==> config.mk <==
export PLATFORM = sky130hd
export DESIGN_NAME = bus_decoder
export DESIGN_NICKNAME = d
export VERILOG_FILES = /design/src/rtl/bus_decoder.sv
export SDC_FILE = /design/constraint.sdc
export NUM_CORES = 1
export LEC_CHECK = 0
export BUFFER_PORTS_ARGS = -buffer_cell sky130_fd_sc_hd__buf_2
export CAP_MARGIN = 20
export CORE_ASPECT_RATIO = 0.7
export CORE_MARGIN = 10
export CORE_UTILIZATION = 35
export DETAILED_ROUTE_END_ITERATION = 10
export GPL_TIMING_DRIVEN = 1
export PLACE_DENSITY_LB_ADDON = 0.05
export SKIP_LAST_GASP = 1
export SLEW_MARGIN = 20
export SYNTH_ARGS = -nofsm -noshare
export SYNTH_HDL_FRONTEND = slang
export SYNTH_SLANG_ARGS = --single-unit
==> constraint.sdc <==
create_clock -name clock -period 1.95 [get_ports clock]
set_input_delay 0 -clock clock [delete_from_list [all_inputs] [get_ports clock]]
set_output_delay 0 -clock clock [all_outputs]
set_load 0.05 [all_outputs]
==> src/rtl/bus_decoder.sv <==
// ---------------------------------------------------------------------------
// bus_decoder
//
// Decodes a CPU memory bus into NREG region chip selects. Each region can add
// a fixed number of wait states. A separate write-only I/O latch is also
// decoded at a single address.
//
// Handshake: a bus cycle runs for as long as cpu_mreq_n is held low. The
// region is decoded once, on the first rising edge that sees cpu_mreq_n low.
// wait_n=0 tells the CPU to stretch the cycle. The cycle ends on the first
// rising edge that sees cpu_mreq_n high again.
//
// Ports
//   clock        in   sole clock, rising edge
//   reset        in   asynchronous, active-high reset
//   cpu_mreq_n   in   memory request, active low
//   cpu_rd_n     in   read strobe, active low
//   cpu_wr_n     in   write strobe, active low
//   cpu_addr     in   [ADDR_W] address
//   cpu_din      in   [DATA_W] CPU write data
//   region_dout  in   [NREG*DATA_W] packed region read data, region 0 in LSBs
//   cs_n         out  [NREG] registered chip selects, active low
//   wait_n       out  registered CPU wait request, active low
//   write_n      out  qualified write strobe, active low
//   dout         out  [DATA_W] read data to the CPU
//   latch_q      out  [DATA_W] I/O latch contents
// ---------------------------------------------------------------------------
module bus_decoder #(
    parameter int                       ADDR_W     = 16,
    parameter int                       DATA_W     = 8,
    parameter int                       NREG       = 4,
    parameter logic [NREG*ADDR_W-1:0]   REG_BASE   = {16'h4000, 16'h0000, 16'h3C00, 16'h3800},
    parameter logic [NREG*ADDR_W-1:0]   REG_MASK   = {16'hC000, 16'hC000, 16'hFC00, 16'hFC00},
    parameter logic [NREG*4-1:0]        REG_WAIT   = {4'd0, 4'd2, 4'd1, 4'd0},
    parameter logic [ADDR_W-1:0]        LATCH_ADDR = 16'h37E0,
    parameter logic [DATA_W-1:0]        OPEN_BUS   = 8'hFF
) (
    input  logic                     clock,
    input  logic                     reset,
    input  logic                     cpu_mreq_n,
    input  logic                     cpu_rd_n,
    input  logic                     cpu_wr_n,
    input  logic [ADDR_W-1:0]        cpu_addr,
    input  logic [DATA_W-1:0]        cpu_din,
    input  logic [NREG*DATA_W-1:0]   region_dout,
    output logic [NREG-1:0]          cs_n,
    output logic                     wait_n,
    output logic                     write_n,
    output logic [DATA_W-1:0]        dout,
    output logic [DATA_W-1:0]        latch_q
);

    localparam int IDX_W = (NREG > 1) ? $clog2(NREG) : 1;

    typedef enum logic [1:0] {
        ST_IDLE   = 2'd0,
        ST_WAIT   = 2'd1,
        ST_ACCESS = 2'd2,
        ST_HOLD   = 2'd3
    } state_t;

    state_t              state_q, state_d;
    logic [NREG-1:0]     cs_n_q, cs_n_d;
    logic                wait_n_q, wait_n_d;
    logic [3:0]          cnt_q, cnt_d;
    logic [IDX_W-1:0]    sel_q, sel_d;
    logic [DATA_W-1:0]   latch_data_q, latch_data_d;
    logic                latch_done_q, latch_done_d;

    logic                hit;
    logic [IDX_W-1:0]    hit_idx;
    logic [3:0]          hit_wait;
    logic [DATA_W-1:0]   rd_slice;

    // Address decode. Scanning from the top index down lets the lowest
    // matching region overwrite the others, so the lowest index wins.
    always_comb begin
        hit      = 1'b0;
        hit_idx  = '0;
        hit_wait = '0;
        for (int i = NREG - 1; i >= 0; i--) begin
            if ((cpu_addr & REG_MASK[i*ADDR_W +: ADDR_W]) == REG_BASE[i*ADDR_W +: ADDR_W]) begin
                hit      = 1'b1;
                hit_idx  = i[IDX_W-1:0];
                hit_wait = REG_WAIT[i*4 +: 4];
            end
        end
    end

    // Bus-cycle FSM: next state and registered outputs.
    always_comb begin
        state_d  = state_q;
        cs_n_d   = cs_n_q;
        wait_n_d = wait_n_q;
        cnt_d    = cnt_q;
        sel_d    = sel_q;
        case (state_q)
            ST_IDLE: begin
                if (!cpu_mreq_n) begin
                    if (hit) begin
                        sel_d           = hit_idx;
                        cs_n_d          = '1;
                        cs_n_d[hit_idx] = 1'b0;
                        if (hit_wait != 4'd0) begin
                            state_d  = ST_WAIT;
                            cnt_d    = hit_wait;
                            wait_n_d = 1'b0;
                        end else begin
                            state_d  = ST_ACCESS;
                            wait_n_d = 1'b1;
                        end
                    end else begin
                        state_d  = ST_HOLD;
                        cs_n_d   = '1;
                        wait_n_d = 1'b1;
                    end
                end
            end
            ST_WAIT: begin
                if (cpu_mreq_n) begin
                    // CPU abandoned the cycle while stretched.
                    state_d  = ST_IDLE;
                    cs_n_d   = '1;
                    wait_n_d = 1'b1;
                    cnt_d    = '0;
                end else if (cnt_q <= 4'd1) begin
                    // Last wait cycle: wait_n was low for exactly the loaded count.
                    state_d  = ST_ACCESS;
                    wait_n_d = 1'b1;
                    cnt_d    = '0;
                end else begin
                    cnt_d = cnt_q - 4'd1;
                end
            end
            ST_ACCESS: begin
                wait_n_d = 1'b1;
                if (cpu_mreq_n) begin
                    state_d = ST_IDLE;
                    cs_n_d  = '1;
                end
            end
            ST_HOLD: begin
                if (cpu_mreq_n) begin
                    state_d = ST_IDLE;
                end
            end
            default: begin
                state_d  = ST_IDLE;
                cs_n_d   = '1;
                wait_n_d = 1'b1;
                cnt_d    = '0;
            end
        endcase
    end

    // I/O latch. This is independent of the region FSM. The done flag makes
    // only the first qualifying edge of a bus cycle capture, even if the write
    // strobe stays low across several edges.
    always_comb begin
        latch_data_d = latch_data_q;
        latch_done_d = latch_done_q;
        if (cpu_mreq_n) begin
            latch_done_d = 1'b0;
        end else if (!cpu_wr_n && (cpu_addr == LATCH_ADDR) && !latch_done_q) begin
            latch_data_d = cpu_din;
            latch_done_d = 1'b1;
        end
    end

    always_ff @(posedge clock or posedge reset) begin
        if (reset) begin
            state_q      <= ST_IDLE;
            cs_n_q       <= '1;
            wait_n_q     <= 1'b1;
            cnt_q        <= '0;
            sel_q        <= '0;
            latch_data_q <= '0;
            latch_done_q <= 1'b0;
        end else begin
            state_q      <= state_d;
            cs_n_q       <= cs_n_d;
            wait_n_q     <= wait_n_d;
            cnt_q        <= cnt_d;
            sel_q        <= sel_d;
            latch_data_q <= latch_data_d;
            latch_done_q <= latch_done_d;
        end
    end

    // Read data of the region latched for the current cycle.
    always_comb begin
        rd_slice = OPEN_BUS;
        for (int i = 0; i < NREG; i++) begin
            if (sel_q == i[IDX_W-1:0]) begin
                rd_slice = region_dout[i*DATA_W +: DATA_W];
            end
        end
    end

    // dout and write_n depend on state_q, so reset forces them to their idle
    // values immediately, without waiting for a clock edge.
    assign dout    = (((state_q == ST_WAIT) || (state_q == ST_ACCESS)) && !cpu_rd_n) ? rd_slice : OPEN_BUS;
    assign write_n = !((state_q == ST_ACCESS) && !cpu_wr_n);
    assign cs_n    = cs_n_q;
    assign wait_n  = wait_n_q;
    assign latch_q = latch_data_q;

endmodule

# ---- After elaboration in Yosys (flattened, before gate mapping)
# Index checks and enable logic that the tools add are counted.
dict set report word_totals {
  ff_bits 22
  in_bits 61
}
dict set report op_classes {
  n_reduce_logical 26
  n_mux 43
  n_eq_ne 16
  add_sub_neg 1
  bitwise_logic 2
  order_cmp 3
}
# op n
set ops {}
lappend ops {{$mux W4} 10}
lappend ops {{$mux W8} 5}
lappend ops {{$mux W2} 11}
lappend ops {{$eq A16 B14 Y1 const B} 1}
lappend ops {{$logic_not A16 Y1} 1}
lappend ops {{$pmux W4 S2} 2}
lappend ops {{$eq A6 B4 Y1 const B} 2}
lappend ops {{$mux W1} 12}
lappend ops {{$reduce_and A3 Y1} 4}
lappend ops {{$eq A2 B2 Y1 const B} 4}
lappend ops {{$eq A2 B1 Y1 const B} 3}
lappend ops {{$ne A2 B2 Y1 const B} 3}
lappend ops {{$pmux W2 S3} 1}
lappend ops {{$reduce_bool A2 Y1} 3}
lappend ops {{$logic_and A1 B1 Y1} 5}
lappend ops {{$le A4 B1 Y1 const B} 1}
lappend ops {{$logic_not A1 Y1} 4}
lappend ops {{$logic_not A2 Y1} 2}
lappend ops {{$ne A2 B1 Y1 const B} 2}
lappend ops {{$not A4 Y4} 1}
lappend ops {{$reduce_and A4 Y1} 1}
lappend ops {{$reduce_bool A4 Y1} 1}
lappend ops {{$reduce_or A2 Y1} 2}
lappend ops {{$sub A4 B1 Y4 const B} 1}
lappend ops {{9 further kinds} 9}

# ---- Longest topological paths before layout
# Gate-level depths: netlist of run 1.
dict set report logic_depth {
  word_depth 13
  ltp_mapped 6
  mapped_depth_nobuf 6
}

# ---- Least setup slack after synthesis of run 1
# No wires, ideal clock.
dict set report synth_path {
  path_type {reg-to-reg}
  startpoint {register state_q[1]}
  endpoint {register state_q[1]}
  arrival_time_ns 1.598
  stages_incl_launch_ff 7
  setup_time_ns 0.125
  n_path_buf 0
  slack_ns 0.227
  path_cell_list {dfrtp_1 inv_1 ha_1 nor2b_1 o31ai_1 o21ai_0 mux2_2}
}
dict set report synth_via {
  elab_chain_len 4
  elab_cells_between_ends 10
  classes_between {eq/ne: 6; mux: 1; reduce/logical: 3}
}
# element line
set synth_rtl {}
lappend synth_rtl {{from (decl)} 62} ;# state_t state_q, state_d;
lappend synth_rtl {{from (signal assigned)} 180} ;# state_q <= state_d;
lappend synth_rtl {{$eq A2 B2 Y1} 97} ;# case (state_q)
lappend synth_rtl {{$reduce_or A2 Y1 (no source line)} -}
lappend synth_rtl {{$ne A2 B1 Y1 (no source line)} -}
lappend synth_rtl {{$reduce_and A3 Y1 (no source line)} -}
# Several ways; a longest one is shown, not always the timed one.
# A chain may end at the register's enable or synchronous reset.

# ---- Worst setup path in the final report of run 1
dict set report layout_path {
  startpoint {register state_q[0]}
  endpoint {output dout[0]}
}
dict set report layout_via {
  elab_chain_len 4
  elab_cells_between_ends 5
  classes_between {eq/ne: 2; mux: 1; reduce/logical: 2}
}
# element line
set layout_rtl {}
lappend layout_rtl {{$eq A2 B1 Y1 or $eq A2 B2 Y1 (tied branches)} 202} ;# assign dout = (((state_q == ST_WAIT) || (state_q == ST_ACCESS)) && !cpu_rd_n) ? rd_slice : OPEN_BUS;
lappend layout_rtl {{$logic_or A1 B1 Y1 (*)} 202}
lappend layout_rtl {{$logic_and A1 B1 Y1 (*)} 202}
lappend layout_rtl {{$mux W8 (*)} 202}
lappend layout_rtl {{to (decl)} 49} ;# output logic [DATA_W-1:0] dout,
# Mark *: on every way between the ends. The rest lies on a longest branch, timed or not.

==> results by group, run 1 <==
Outcome
  • Status: complete, no violations

Global route
  • Gr ovfl total: 0
  • Global-route wire length before repair: between 7000 and 8000 µm
  • Number of global-route vias before repair: between 1500 and 2000
  • Largest net degree at the start of global routing: 23
  • Overall Global Routing Usage: approximately an eighth
  • Antenna violations before repair: 0

Floorplanning
  • Rows: 19
  • Die area: ~0.0071 mm²
  • Initial Util: a little over a third
  • DIE WIDTH: 96.84 µm
  • # IOs: just over 80
  • Die Y: 73.79 µm
  • Core area: around 0.004 mm²

STA
  • Slew at the pin closest to its max-slew limit: approximately 0.86 ns
  • Final Hold Vio Count: 0
  • Clock Skew: between 0.002 and 0.0025 ns
  • Max Fclk: roughly 520 MHz
  • Setup TNS: 0 ns
  • Setup WS post-layout: about 0.032 ns
  • Worst rel slew slack: between 40% and 50%
  • RSZ-0062 raised after global routing: yes
  • Tmin final: about 1.9 ns
  • Final period utilization: a little over nine tenths
  • Slew Viols, Final: 0
  • Final Setup Violations: 0

Drt
  • Wire length per cell: 16.26 µm
  • Vias: around 1500
  • Pre-antenna DRT Iters: 4
  • Aggregate routed wire length: about 4700 µm
  • DRC: 0
  • Detailed router's first-iteration violation count: 112
  • Post-DRT Antenna Nets: 0
  • DR vias/cell: approximately 5.1

Hold path
  • Worst min-delay path class: primary input to flip-flop
  • Hold Path Depth: 3

Critical path
  • CP Capture Type: primary output
  • R2R depth: 6
  • Critical path depth: 6
  • CP top delay family: buffers and inverters
  • Buf/Inv on CP: 4
  • Worst path max stage delay: between 0.3 and 0.4 ns
  • Critical Path AT: ~1.9 ns
  • Critical-path top delay cell: dfrtp_1
  • WP data required: roughly 2.0 ns
  • CP Max Fanout: 4
  • CP Launch Type: flip-flop
  • CP Cell Sequence: inv_1, ha_4, clkinvlp_4, clkbuf_2, or3_1, buf_2
  • Kind of critical path: flip-flop to primary output

Power and ir drop
  • Internal: between 1 and 1.5 mW
  • P_sw: 1.153 mW
  • Switching Share: around 44%
  • Max VDD drop: between 500 and 600 µV
  • Sequential share of power: about 24%
  • Lkg Pwr: about 1.1 nW
  • P per Cell Area: between 1000 and 1500 mW/mm²
  • Clock power share: 16.5%
  • Logic pwr share: 59.1%

Clock network
  • Clock Latency Late Sink: ~0.27 ns
  • Root Driver: clkbuf_8
  • H-tree Lvls: 1
  • CTS Sinks: 22
  • CTS Buf Count: 3
  • Clock transition at path regs: approximately 0.080 ns
  • CTS tree: done
  • Clk buf depth: 2

Cells and area
  • ANT cells: 0
  • Net count reported at finish: around 300
  • Most common cell after layout, fill and taps aside: buf_2
  • Layout cells sized above 1: approximately 54%
  • Commonest cells after routing, fill and taps aside: buf_2 (81), dfrtp_1 (16), buf_4 (11)
  • Syn-to-layout area delta: 50.78%

Placed design
  • Port Buffers: 82
  • Detail Placement HPWL: about 3800 µm
  • Placement Setup Slack: approximately 0.10 ns
  • Placer Congestion: ~0.96

Synthesis
  • Seq/Total Area, Yosys: between 30 and 40%
  • Post-synth ARST share: 100.0%
  • Yosys warns: 0
  • Syn avg cell area: ~11 µm²
  • Syn Std Cell Area: between 0.001 and 0.0015 mm²
  • Post-synth top area share: 29.41%
  • Ys flop type: dfrtp_1
  • Area leader, netlist: dfrtp_1
  • Synth unique cells: 37
  • EDFF count, synth: 0
  • Cells after Synth: ~140
  • #FFs+latches synth: 22
  • Mapped Nets: between 200 and 250
  • Area contributors post-synth: dfrtp_1 (29%), mux4_2 (12%), dfstp_2 (9.1%)

Job
  • Max-Cap Viols: 0
synth_stat cells, types with 3 or more instances:
cell,instances
dfstp_2,5
nand2_1,8
mux4_2,8
mux2_2,10
nor2_1,7
nand3_1,6
nor2b_1,5
o21ai_0,8
ha_1,7
inv_1,8
nand2b_1,3
a21oi_1,7
dfrtp_1,17
or3_1,9
stage by stage:
| stage | total power [mW] | instances | area (µm²) | utilization [%] | hold slack [ns] |
|---|---|---|---|---|---|
| after global placement | 1.926 | 271 | 1939 | 49.14 | 0.2108 |
| final | 2.638 | 292 | 2181 | 55.26 | 0.05857 |
| after floorplan | 1.616 | 136 | 1446 | - | -0.01448 |
| after CTS | 2.421 | 284 | 2102 | 53.27 | 0.04986 |
| after detailed placement | 1.955 | 271 | 1939 | 49.14 | 0.2212 |
| after global routing | 2.815 | 292 | 2181 | 55.26 | 0.07607 |
final cells by class:
class | instances | area (µm²)
repair buffers | 103 | 590.6
clock inverters | 1 | 30.03
inverters | 8 | 33.78
clock buffers | 3 | 41.29
well taps | 52 | 65.06
multi-input cells | 103 | 862.1
flip-flops and latches | 22 | 558.0
fillers | 355 | 1765
power groups by stage:
stage          sequential [mW]  clock, mW  combinational (mW)
2_1_floorplan            0.758          0               0.859
3_3_place_gp             0.681          0                1.24
3_5_place_dp             0.691          0                1.26
4_1_cts                  0.685      0.444                1.29
5_1_grt                  0.660      0.464                1.69
6_report                 0.644      0.435                1.56
sequential cells by signal, indices dropped and copies added (netlist names):
signal and count:
state_q 2, latch_done_q 1, latch_q 8, sel_q 2, wait_n 1, cs_n 4
cnt_q 4
repair_timing:
item                                    4_1_cts  5_1_grt
setup buffers                                 0        8
hold endpoints to repair                     25        0
hold buffers                                  9        0
gates resized for setup                       1        6
endpoints found under the setup margin        8       10
path summary, 6_finish.rpt:
kind	startpoint	end	slack, ns
setup reg to reg	state_q[1]$_DFFE_PP0P_	state_q[1]$_DFFE_PP0P_	0.12
hold / removal	cpu_addr[14]	sel_q[0]$_DFFE_PP0P_	0.06
min in group asynchronous	reset	latch_q[0]$_DFFE_PP0P_	0.45
hold reg to reg	cs_n[0]$_DFFE_PP1P_	cs_n[0]$_DFFE_PP1P_	0.50
setup / recovery	state_q[0]$_DFFE_PP0P_	dout[0]	0.03
max in group asynchronous	reset	sel_q[0]$_DFFE_PP0P_	0.91
cell families after synthesis:
| family | synth area share, % |
|---|---|
| flip-flops | 38.50 |
| adder cells (fa/ha/maj) | 6.055 |
| AO/OA/AOI/OAI | 10.12 |
| buffers and inverters | 2.941 |
| AND/OR/NAND/NOR | 21.45 |
| multiplexers | 20.93 |
worst min-delay path, stage by stage:
cell and delay (ns):
buf_2 0.11, a21oi_1 0.05, a21oi_1 0.13
layer usage:
metal  vias to the layer above  GRT usage [%]  wire, µm
met4                         0          2.936        63
li1                        715              -         -
met2                        59          23.08      2376
met1                       714          14.59      1961
met3                         8          5.150       346
met5                         -              0         0
Note: power is estimated with default switching activity, not from simulation.
==> run 2, diff against run 1 <==
==> constraint.sdc (replaced) <==
create_clock -name clock -period 1.95 [get_ports clock]
set_input_delay 0.4875 -clock clock [delete_from_list [all_inputs] [get_ports clock]]
set_output_delay 0.4875 -clock clock [all_outputs]
set_load 0.05 [all_outputs]
==> run 2 against run 1 <==
The run now ends with negative setup slack left; final area is 0.29% higher; clock skew is 0.0029 ns higher; sequential share of layout area is 0.13 points lower; sequential power hardly changed; via count is 4.4% lower; final cell count is 1.4% lower; global-route usage is 0.15 points lower; die area stayed put; combinational power is 4% higher; critical endpoint is now dout[4].
==> results by group, run 2 (synthesized netlist as in run 1, its figures left out) <==
Floorplanning
  • Rows: 19 (unchanged)
  • Core area: 0.003946 mm² (unchanged)
  • # IOs: 83 (unchanged)
  • DIE WIDTH: 96.84 µm (unchanged)
  • Die area: 0.007145 mm² (unchanged)
  • Initial Util: 36.65% (unchanged)
  • Die Y: 73.79 µm (unchanged)

Cells and area
  • Most common cell after layout, fill and taps aside: buf_2
  • Fillers: 370 (+4.2%)
  • ANT cells: 0 (unchanged)
  • Number of flip-flops under the largest register name: 8 (unchanged)
  • Commonest cells after routing, fill and taps aside: buf_2 (73), dfrtp_1 (17), buf_4 (17)
  • Net count reported at finish: 305 (-1.3%)
  • Post-Layout Inst Area: 0.002187 mm² (+0.29%)
  • Layout cells sized above 1: 58.05% (+4.3 points)
  • Syn-to-layout area delta: 51.21%

Drt
  • Wire length per cell: 16.31 µm (+0.34%)
  • DRC: 0 (unchanged)
  • Detailed router's first-iteration violation count: 58 (-48%)
  • DR vias/cell: 4.965 (-3.1%)
  • Vias: 1430 (-4.4%)
  • Post-DRT Antenna Nets: 0 (unchanged)
  • Aggregate routed wire length: 4698 µm (-1.0%)
  • Pre-antenna DRT Iters: 4 (unchanged)

Critical path
  • WP data required: 1.46 ns (-0.49 ns)
  • Worst path max stage delay: 0.51 ns (+0.12 ns)
  • Kind of critical path: flip-flop to primary output
  • Critical-path top delay cell: mux4_2
  • CP Launch Type: flip-flop
  • Critical Path AT: 1.79 ns (-0.13 ns)
  • CP Max Fanout: 9 (+5)
  • Buf/Inv on CP: 2 (-2)
  • CP Cell Sequence: buf_12, mux4_2, or3_4, buf_6
  • CP Capture Type: primary output
  • CP top delay family: multiplexers

STA
  • Worst rel slew slack: 70.90% (+28 points)
  • Slew at the pin closest to its max-slew limit: 0.4332 ns (-0.4289 ns)
  • Max Fclk: 438.4 MHz (-16%)
  • RSZ-0062 raised after global routing: yes
  • Final Hold Vio Count: 0 (unchanged)
  • Final Setup Violations: 8 (+8)
  • Setup WS post-layout: -0.3310 ns (-0.3630 ns)
  • Tmin final: 2.281 ns (+0.3630 ns)
  • Slew Viols, Final: 0 (unchanged)
  • Clock Skew: 0.005097 ns (+0.002853 ns)
  • Final period utilization: 117.0% (+19 points)

Power and ir drop
  • Lkg Pwr: 1.090 nW (+2.1%)
  • Max VDD drop: 780.8 µV (+52%)
  • P_sw: 1.128 mW (-2.2%)
  • Sequential share of power: 25.2% (+0.8 points)
  • Clock power share: 11.4% (-5.1 points)
  • Switching Share: 44.28% (+0.57 points)
  • P per Cell Area: 1165 mW/mm² (-3.7%)
  • Logic pwr share: 63.4% (+4.3 points)
  • Internal: 1.420 mW (-4.4%)

Clock network
  • CTS Sinks: 22 (unchanged)
  • Clk buf depth: 2 (unchanged)
  • Clock Latency Late Sink: 0.26 ns (about the same)
  • Clock transition at path regs: 0.08 ns (about the same)
  • H-tree Lvls: 1 (unchanged)
  • Root Driver: clkbuf_8
  • CTS tree: done
  • CTS Buf Count: 3 (unchanged)

Global route
  • Global-route wire length before repair: 7645 µm (-0.44%)
  • Antenna violations before repair: 0 (unchanged)
  • Gr ovfl total: 0 (unchanged)
  • Number of global-route vias before repair: 1622 (+0.93%)
  • Overall Global Routing Usage: 12.88% (-0.15 points)
  • Largest net degree at the start of global routing: 23 (unchanged)

Placed design
  • Detail Placement HPWL: 3944 µm (+4.2%)
  • Port Buffers: 82 (unchanged)
  • Placer Congestion: 0.8154 (-15%)
  • Placement Setup Slack: -0.1455 ns (-0.2463 ns)
  • Placed Area: 0.002090 mm² (+7.7%)

Outcome
  • Failing checks: negative setup slack
  • Status: complete, but fails checks

Hold path
  • Worst min-delay path class: primary input to asynchronous set/reset pin

Job
  • Max-Cap Viols: 0 (unchanged)
==> run 2: power by group through the flow <==
stage	registers (mW)	logic, mW	clock network, mW
6_report	0.643	1.62	0.290
4_1_cts	0.641	1.62	0.304
3_5_place_dp	0.646	1.52	0
2_1_floorplan	0.758	0.932	0
5_1_grt	0.655	1.76	0.328
3_3_place_gp	0.643	1.50	0
==> run 2: worst paths after layout <==
check / end / slack, ns / startpoint / depth (start not counted)
worst max-delay path: dout[4] / -0.33 / sel_q[0]$_DFFE_PP0P_ / 4
worst min-delay path: latch_q[7]$_DFFE_PP0P_ / 0.24 / reset / 3
worst max register to register: cs_n[2]$_DFFE_PP1P_ / 0.22 / state_q[0]$_DFFE_PP0P_ / 6
worst min register to register: latch_q[1]$_DFFE_PP0P_ / 0.50 / latch_q[1]$_DFFE_PP0P_ / 1
max in group asynchronous: cs_n[2]$_DFFE_PP1P_ / 1.42 / reset / 3
min in group clock: latch_q[5]$_DFFE_PP0P_ / 0.45 / cpu_din[5] / 2
==> run 2: routing by layer <==
| metal | global-route usage, % | wire, µm |
|---|---|---|
| met5 | 0 | 0 |
| met3 | 3.933 | 212 |
| met4 | 2.610 | 33 |
| met1 | 14.77 | 1874 |
| met2 | 23.37 | 2577 |
==> run 2: through the flow <==
| step | utilization (%) | power, mW | setup TNS, ns | hold slack (ns) | cells |
|---|---|---|---|---|---|
| floorplan | - | 1.690 | 0 | 0.4605 | 136 |
| global placement | 52.95 | 2.141 | -1.711 | 0.4851 | 284 |
| detailed placement | 52.95 | 2.167 | -1.882 | 0.4900 | 284 |
| CTS | 55.36 | 2.562 | -2.601 | 0.2494 | 288 |
| global route | 55.42 | 2.742 | -3.020 | 0.2772 | 288 |
| finish | 55.42 | 2.548 | -2.494 | 0.2447 | 288 |
==> run 2: area by class of cell <==
class / instances / area (µm²) / area share, %
Clock buffer: 4 / 45.04 / 2.059
Timing Repair Buffer: 99 / 603.1 / 27.57
Tap cell: 52 / 65.06 / 2.975
Inverter: 8 / 30.03 / 1.373
Multi-Input combinational cell: 103 / 887.1 / 40.56
Sequential cell: 22 / 556.8 / 25.46
==> run 2: worst min-delay path, cell delays in order <==
cell and delay, ns:
buf_2 0.09, inv_1 0.04, buf_4 0.28
==> run 2: timing repair <==
item,4_1_cts,5_1_grt
hold buffers,0,0
resized for setup,16,2
endpoints found under the hold margin,0,0
buffers inserted,0,0
endpoints found under the setup margin,8,9
